--- src/rtl/mul_pkg.sv ---
// Shared constants and types for the shift-add multiplier: operand width,
// counter width, controller state encoding and the control-output bundle.
package mul_pkg;

    localparam int N  = 32;
    localparam int CW = $clog2(N) + 1;
    localparam int SW = 3;

    typedef enum logic [SW-1:0] {
        S_IDLE  = 3'd0,
        S_LOAD  = 3'd1,
        S_TEST  = 3'd2,
        S_ADD   = 3'd3,
        S_SHIFT = 3'd4,
        S_DONE  = 3'd5
    } state_e;

    typedef struct packed {
        logic ld_operands;
        logic clr_product;
        logic add_enable;
        logic shift_enable;
        logic cnt_load;
        logic cnt_dec;
        logic sel_add_src;
        logic busy;
        logic done;
    } ctrl_t;

    // Moore decode; ADD and SHIFT are separate states so the product and
    // shift registers never update in the same cycle.
    function automatic ctrl_t decode_ctrl(input state_e s);
        ctrl_t c;
        c = '0;
        c.busy = (s != S_IDLE);
        case (s)
            S_LOAD: begin
                c.ld_operands = 1'b1;
                c.clr_product = 1'b1;
                c.cnt_load    = 1'b1;
            end
            S_ADD:   c.add_enable = 1'b1;
            S_SHIFT: begin
                c.shift_enable = 1'b1;
                c.cnt_dec      = 1'b1;
            end
            S_DONE:  c.done = 1'b1;
            default: ;
        endcase
        return c;
    endfunction

endpackage

--- src/rtl/mul_controller.sv ---
// Sequencing FSM for the shift-add multiplier datapath. Outputs are registered
// and decoded from the next state, so they always reflect the current state.
module mul_controller
    import mul_pkg::*;
(
    input  logic clk,
    input  logic rst,
    input  logic start,
    input  logic abort,
    input  logic cnt_zero,
    input  logic lsb_is_one,
    output logic ld_operands,
    output logic clr_product,
    output logic add_enable,
    output logic shift_enable,
    output logic cnt_load,
    output logic cnt_dec,
    output logic sel_add_src,
    output logic busy,
    output logic done
);

    state_e state_q, state_d;
    ctrl_t  ctrl_q,  ctrl_d;

    always_comb begin
        state_d = state_q;
        case (state_q)
            S_IDLE:  if (start) state_d = S_LOAD;
            S_LOAD:  state_d = S_TEST;
            S_TEST: begin
                if (cnt_zero)        state_d = S_DONE;
                else if (lsb_is_one) state_d = S_ADD;
                else                 state_d = S_SHIFT;
            end
            S_ADD:   state_d = S_SHIFT;
            S_SHIFT: state_d = S_TEST;
            S_DONE:  state_d = S_IDLE;
            default: state_d = S_IDLE;
        endcase
        // Abort wins over every transition; datapath contents are left as-is.
        if (abort && (state_q != S_IDLE)) state_d = S_IDLE;
        ctrl_d = decode_ctrl(state_d);
    end

    always_ff @(posedge clk) begin
        if (rst) begin
            state_q <= S_IDLE;
            ctrl_q  <= '0;
        end else begin
            state_q <= state_d;
            ctrl_q  <= ctrl_d;
        end
    end

    assign ld_operands  = ctrl_q.ld_operands;
    assign clr_product  = ctrl_q.clr_product;
    assign add_enable   = ctrl_q.add_enable;
    assign shift_enable = ctrl_q.shift_enable;
    assign cnt_load     = ctrl_q.cnt_load;
    assign cnt_dec      = ctrl_q.cnt_dec;
    assign sel_add_src  = ctrl_q.sel_add_src;
    assign busy         = ctrl_q.busy;
    assign done         = ctrl_q.done;

endmodule

--- config.mk ---
export PLATFORM = sky130hd
export DESIGN_NAME = mul_controller
export DESIGN_NICKNAME = d
export VERILOG_FILES = /design/src/rtl/mul_pkg.sv /design/src/rtl/mul_controller.sv
export SDC_FILE = /design/constraint.sdc
export NUM_CORES = 1
export LEC_CHECK = 0
export BUFFER_PORTS_ARGS = -buffer_cell sky130_fd_sc_hd__buf_2
export CORE_AREA = 2 2 39 41
export DETAILED_ROUTE_END_ITERATION = 7
export DIE_AREA = 0 0 41 43
export PLACE_DENSITY = 0.51
export SYNTH_ARGS = -nofsm -noshare
export SYNTH_HDL_FRONTEND = slang
export SYNTH_SLANG_ARGS = --single-unit
--- constraint.sdc ---
create_clock -name clk -period 1.6 [get_ports clk]
set_clock_uncertainty 0.1 [all_clocks]
set_input_delay 0.24 -clock clk [delete_from_list [all_inputs] [get_ports clk]]
set_output_delay 0.24 -clock clk [all_outputs]
set_load 0.02 [all_outputs]
==> flow_summary_export.csv, run 1 <==
group,metric,value,unit
floorplanning,core.rowCount,14,
detailed_routing,wl_per_cell,8.938,µm
sta,worst_slack,0.2791,ns
clock_network,clock_path_buffers,2,
placement,numPortBuffers,13,
floorplanning,fp.dieH,43,µm
yosys,netlist_area,344.1,µm²
critical_path,path_cells,"and2b_1 -> and3b_1 -> or2_2",
critical_path,max_stage_delay,0.40,ns
clock_network,clk_pin_slew_worst_paths,0.05,ns
global_routing,overflow,0,
detailed_routing,drc_errors,0,
detailed_routing,drt_iter0_drc,2,
critical_path,path_class,"reg -> reg",
detailed_routing,final_antenna_net_count,0,
clock_network,cts_tree,"yes",
final_layout,final_cell_area,421.7,µm²
global_routing,grt_pass1_vias,242,
global_routing,grt_pass1_wl,917,µm
detailed_routing,routed_wl,572,µm
clock_network,worstSkewPairLatency,0.24,ns
sta,rsz0062_at_grt,"false",
yosys,synthDistinctLibCells,19,
yosys,synth_area_leaders,"dfxtp_1 (47%), buf_4 (8.7%), nor2_1 (5.5%), and2b_1 (4.4%), nor3b_1 (4.4%)",
sta,hold_viol_final,0,
floorplanning,pin_count,15,
floorplanning,die_area,0.001763,mm²
yosys,synth_seq_cells,8,
sta,period_minus_slack,1.321,ns
sta,fin_crit_sh,82.56,%
placement,dpl-instance-area,399.1,µm²
placement,place.gp.congestion,0.6981,
yosys,yosysTopAreaCellShare,46.55,%
placement,dp_hpwl,456.1,µm
detailed_routing,vias,274,
worst_hold_path,hp-class,"in -> reg",
critical_path,start_kind,"flip-flop",
critical_path,arrival,1.35,ns
yosys,synth_area_leader_cell,"dfxtp_1",
floorplanning,core_area,0.001384,mm²
sta,slew_viol_final,0,
critical_path,crit_path_top_delay_cell,"dfxtp_1",
yosys,netlist_instances,36,
floorplanning,die_width,41,µm
placement,dp.cells,61,
worst_hold_path,hp-start,"rst",
global_routing,grt_util_all_layers,8.325,%
global_routing,grt_start_max_net_pins,7,
critical_path,required,1.63,ns
critical_path,crit_fanout,6,
clock_network,cts-root-buf,"clkbuf_4",
sta,setup_viol,0,
power_and_ir_drop,clkPwrFrac,35.6,%
clock_network,post_cts_resize_count,0,
power_and_ir_drop,cellInternalPower,313.5,µW
placement,place_ws,0.2796,ns
final_layout,diodes,0,
detailed_routing,drt-pass1-iter-count,2,
yosys,synthesis.nets,42,
clock_network,cts_setup_buffers,0,
yosys,syn_avg_cell_area,9.558,µm²
power_and_ir_drop,p_sw,94.99,µW
power_and_ir_drop,p_per_area,968.8,mW/mm²
final_layout,n_fill_cell,153,
final_layout,final_cells,64,
detailed_routing,vias_per_cell,4.281,
yosys,ys_warn_count,0,
critical_path,r2r_start,"state_q[2]",
power_and_ir_drop,p_sw_share,23.25,%
yosys,ys_seq_area_share,46.55,%
critical_path,critPathLaunch,"state_q[2]",
power_and_ir_drop,pwr-share-comb,12.4,%
critical_path,worstSetupEndpointType,"flip-flop",
sta,fmax,0.7570,GHz
final_layout,final_nets,56,
status,status,"finished, final reports clean",
floorplanning,start_util,24.86,%
flow_run,drv_cap,0,
global_routing,antenna_found_initial,0,
clock_network,h-tree-depth,1,
clock_network,cts_hold_buffers,0,
final_layout,area_growth,22.55,%
power_and_ir_drop,seqPwrFrac,51.9,%
clock_network,cts_made_buffers,3,
power_and_ir_drop,leakagePower,0.2206,nW
power_and_ir_drop,irDropWorstVdd,423.5,µV
clock_network,cts.sinks,8,
final_layout,drive_gt1_share,39.58,%
sta,setup_tns,0,ns
stage by stage:
stage	hold WS [ns]	power (mW)	util, %
finish	0.09829	0.4085	30.47
global route	0.09104	0.4440	30.47
CTS	0.08656	0.4202	30.47
detailed placement	0.3526	0.2670	28.84
global placement	0.3537	0.2674	28.84
floorplan	0.2091	0.2537	-
cells in the mapped netlist:
| master | n |
|---|---|
| dfxtp_1 | 8 |
| nor2_1 | 5 |
| buf_4 | 4 |
| a21oi_1 | 2 |
| and2b_1 | 2 |
| nor3b_1 | 2 |
| a22oi_1 | 1 |
| and3b_1 | 1 |
| conb_1 | 1 |
| nor2_2 | 1 |
| nor2b_1 | 1 |
| nor3_1 | 1 |
| o21ai_0 | 1 |
| o21ba_1 | 1 |
| o21bai_1 | 1 |
| or2_2 | 1 |
| or3_1 | 1 |
| or4b_4 | 1 |
| xor2_1 | 1 |
state kept, by name, indices dropped and copies added, names as in the netlist:
signal	count
add_enable	1
busy	1
cnt_dec	1
cnt_load	1
done	1
state_q	3
cell families (layout without fill, tap and decap cells):
family / after synthesis / count (layout) / share of synthesized area, %
compound gates: 6 / 6 / 11.64
xor+xnor: 1 / 1 / 2.546
buf+inv: 4 / 16 / 8.728
flops: 8 / 8 / 46.54
other cells: 1 / 1 / 1.090
simple gates: 16 / 16 / 29.46
placed cells by master, fill, tap and decap left out:
master,instances
and2b_1,2
o21bai_1,1
clkbuf_4,3
nor2_1,5
o21ba_1,1
and3b_1,1
nor2b_1,1
a22oi_1,1
nor3_1,1
or4b_4,1
dfxtp_1,8
conb_1,1
buf_2,13
o21ai_0,1
nor2_2,1
xor2_1,1
or3_1,1
nor3b_1,2
a21oi_1,2
or2_2,1
path summary, 6_finish.rpt:
kind / endpoint / slack [ns] / depth (start not counted)
max reg2reg: state_q[0] / 0.28 / 3
max: state_q[0] / 0.28 / 3
min: busy / 0.1 / 2
min reg2reg: done / 0.43 / 1
layout make-up:
cell class	instances	area (µm²)	share of cell area (%)
sequential	8	160.2	37.98
multi-input combinational	24	153.9	36.50
timing repair buffer	13	65.06	15.43
clock buffer	3	22.52	5.341
tap	16	20.02	4.748
layer usage:
layer  global-route usage (%)  wire length (µm)  vias to the layer above
met5                        0                 0                        -
met4                    2.000                 0                        0
met3                    9.424                67                        0
met2                    11.25               224                       13
met1                    8.333               280                      121
li1                         -                 -                      140
worst max-delay path: cells and delay by family, from the launching register on:
kind	cells	cell delay, ns
AND/OR/NAND/NOR	3	0.70
flip-flops	1	0.40
power by group through the flow:
| stage | registers, mW | clock network, mW | logic [mW] |
|---|---|---|---|
| floorplan | 0.221 | 0 | 0.0324 |
| global placement | 0.216 | 0 | 0.0513 |
| detailed placement | 0.216 | 0 | 0.0510 |
| CTS | 0.212 | 0.157 | 0.0512 |
| global route | 0.213 | 0.174 | 0.0567 |
| finish | 0.212 | 0.146 | 0.0508 |
(Power assumes the default switching activity.)
==> run 2: changes to the inputs <==
- PLACE_DENSITY: 0.51 -> 0.53
- clock period: 1.6 -> 1.1 ns (I/O delays scaled with it)
==> run 2 against run 1 <==
Effect of this change:
- the run now ends with negative setup slack left
- worst hold slack worse by 0.013 ns
- cell area up 12%
- core utilization up 3.8 points
- clock power up 50%
- sequential power up 45%
- die area unchanged
- clock-buffer cell count unchanged
- register-to-register slack worse by 0.39 ns
- maximum frequency up 8.8%
- combinational power up 76%
- routed wire length up 12%
- largest power group unchanged
- highest routed layer unchanged
==> flow_summary_export.csv, run 2 (synthesized netlist as in run 1, its figures left out) <==
group,metric,value,unit
power_and_ir_drop,seqPwrFrac,50.0,%
placement,place.gp.congestion,0.7027,
critical_path,worstSetupEndpointType,"flip-flop",
placement,dp_hpwl,485.2,µm
clock_network,cts.sinks,8,
critical_path,path_class,"reg -> reg",
critical_path,arrival,1.31,ns
global_routing,grt_start_max_net_pins,6,
sta,rsz0062_at_grt,"true",
sta,setup_tns,-0.4445,ns
power_and_ir_drop,leakagePower,0.2508,nW
floorplanning,core_area,0.001384,mm²
floorplanning,pin_count,15,
clock_network,h-tree-depth,1,
clock_network,clk_pin_slew_worst_paths,0.05,ns
power_and_ir_drop,p_sw,149.1,µW
final_layout,fin_util,34.27,%
sta,fin_crit_sh,110.4,%
power_and_ir_drop,p_sw_share,24.19,%
final_layout,regMostFlops,"state_q",
power_and_ir_drop,irDropWorstVdd,417.2,µV
sta,fmax,0.8234,GHz
final_layout,largest_reg_flops,3,
detailed_routing,vias_per_cell,4.145,
detailed_routing,drt_iter0_drc,1,
detailed_routing,final_antenna_net_count,0,
placement,dpl-instance-area,434.2,µm²
final_layout,diodes,0,
sta,period_minus_slack,1.215,ns
final_layout,final_common_cell,"buf_2",
critical_path,start_kind,"flip-flop",
floorplanning,fp.dieH,43,µm
worst_hold_path,hp-class,"in -> reg",
global_routing,grt_pass1_vias,257,
final_layout,drive_gt1_share,50.94,%
status,failed_checks,"negative setup slack",
placement,place_ws,-0.1206,ns
detailed_routing,routed_wl,640,µm
floorplanning,start_util,24.86,%
floorplanning,die_area,0.001763,mm²
critical_path,crit_fanout,4,
final_layout,area_growth,37.82,%
floorplanning,die_width,41,µm
power_and_ir_drop,pwr-share-comb,14.5,%
global_routing,overflow,0,
final_layout,mostFrequentLayoutCells,"buf_2 (13), dfxtp_1 (6), nor2_1 (5), buf_4 (5), clkbuf_4 (3)",
global_routing,grt_util_all_layers,8.826,%
floorplanning,core.rowCount,14,
sta,setup_viol,6,
final_layout,final_nets,61,
sta,timing.hold.ws,0.08567,ns
status,status,"finished with violations",
clock_network,cts_made_buffers,3,
power_and_ir_drop,cellInternalPower,467.3,µW
power_and_ir_drop,clkPwrFrac,35.5,%
sta,slew_viol_final,0,
final_layout,final_cell_area,474.2,µm²
sta,hold_viol_final,0,
power_and_ir_drop,p_per_area,1300,mW/mm²
global_routing,grt_pass1_wl,1.007,mm
placement,numPortBuffers,13,
clock_network,worstSkewPairLatency,0.25,ns
critical_path,required,1.20,ns
flow_run,drv_cap,0,
detailed_routing,vias,286,
clock_network,cts_tree,"yes",
detailed_routing,drt-pass1-iter-count,4,
clock_network,cts-root-buf,"clkbuf_4",
global_routing,antenna_found_initial,0,
detailed_routing,wl_per_cell,9.275,µm
sta,worst_slack,-0.1145,ns
detailed_routing,drc_errors,0,
clock_network,clock_path_buffers,2,
clock_network,cts_hold_buffers,0,
run 2: cell type report:
type,count,area [µm²]
Sequential cell,8,162.7
Tap cell,16,20.02
Multi-Input combinational cell,24,166.4
Timing Repair Buffer,18,102.6
Fill cell,155,909.6
Clock buffer,3,22.52
run 2: repair_timing:
item | 4_1_cts | 5_1_grt
setup buffers | 1 | 0
resized for setup | 1 | 1
pin swaps | 2 | 1
setup endpoints to repair | 6 | 7
run 2: worst paths after layout:
check | startpoint | endpoint | slack [ns] | depth (start not counted)
max | state_q[2] | add_enable | -0.11 | 3
min | rst | state_q[1] | 0.09 | 3
max reg2reg | state_q[2] | add_enable | -0.11 | 3
min reg2reg | state_q[0] | done | 0.45 | 1
run 2: routing by layer:
layer / global-route usage (%) / wire length (µm) / vias to the layer above
met5: 0 / 0 / -
li1: - / - / 152
met4: 2.000 / 0 / 0
met1: 8.654 / 264 / 121
met2: 13.44 / 296 / 13
met3: 7.853 / 79 / 0
run 2: metrics by stage:
step,instances,power [mW]
detailed placement,65,0.3992
global placement,65,0.4007
finish,69,0.6164
CTS,69,0.6303
global route,69,0.6579
floorplan,36,0.3709
run 2: critical path, stage by stage (launching register included):
cell	delay, ns
dfxtp_2	0.33
or4b_4	0.52
nor2_4	0.10
o21ba_1	0.11
run 2: power groups by stage:
stage | registers, mW | clock network, mW | logic [mW]
6_report | 0.308 | 0.219 | 0.0895
5_1_grt | 0.310 | 0.248 | 0.100
4_1_cts | 0.307 | 0.234 | 0.0892
3_5_place_dp | 0.314 | 0 | 0.0848
3_3_place_gp | 0.314 | 0 | 0.0863
2_1_floorplan | 0.322 | 0 | 0.0488
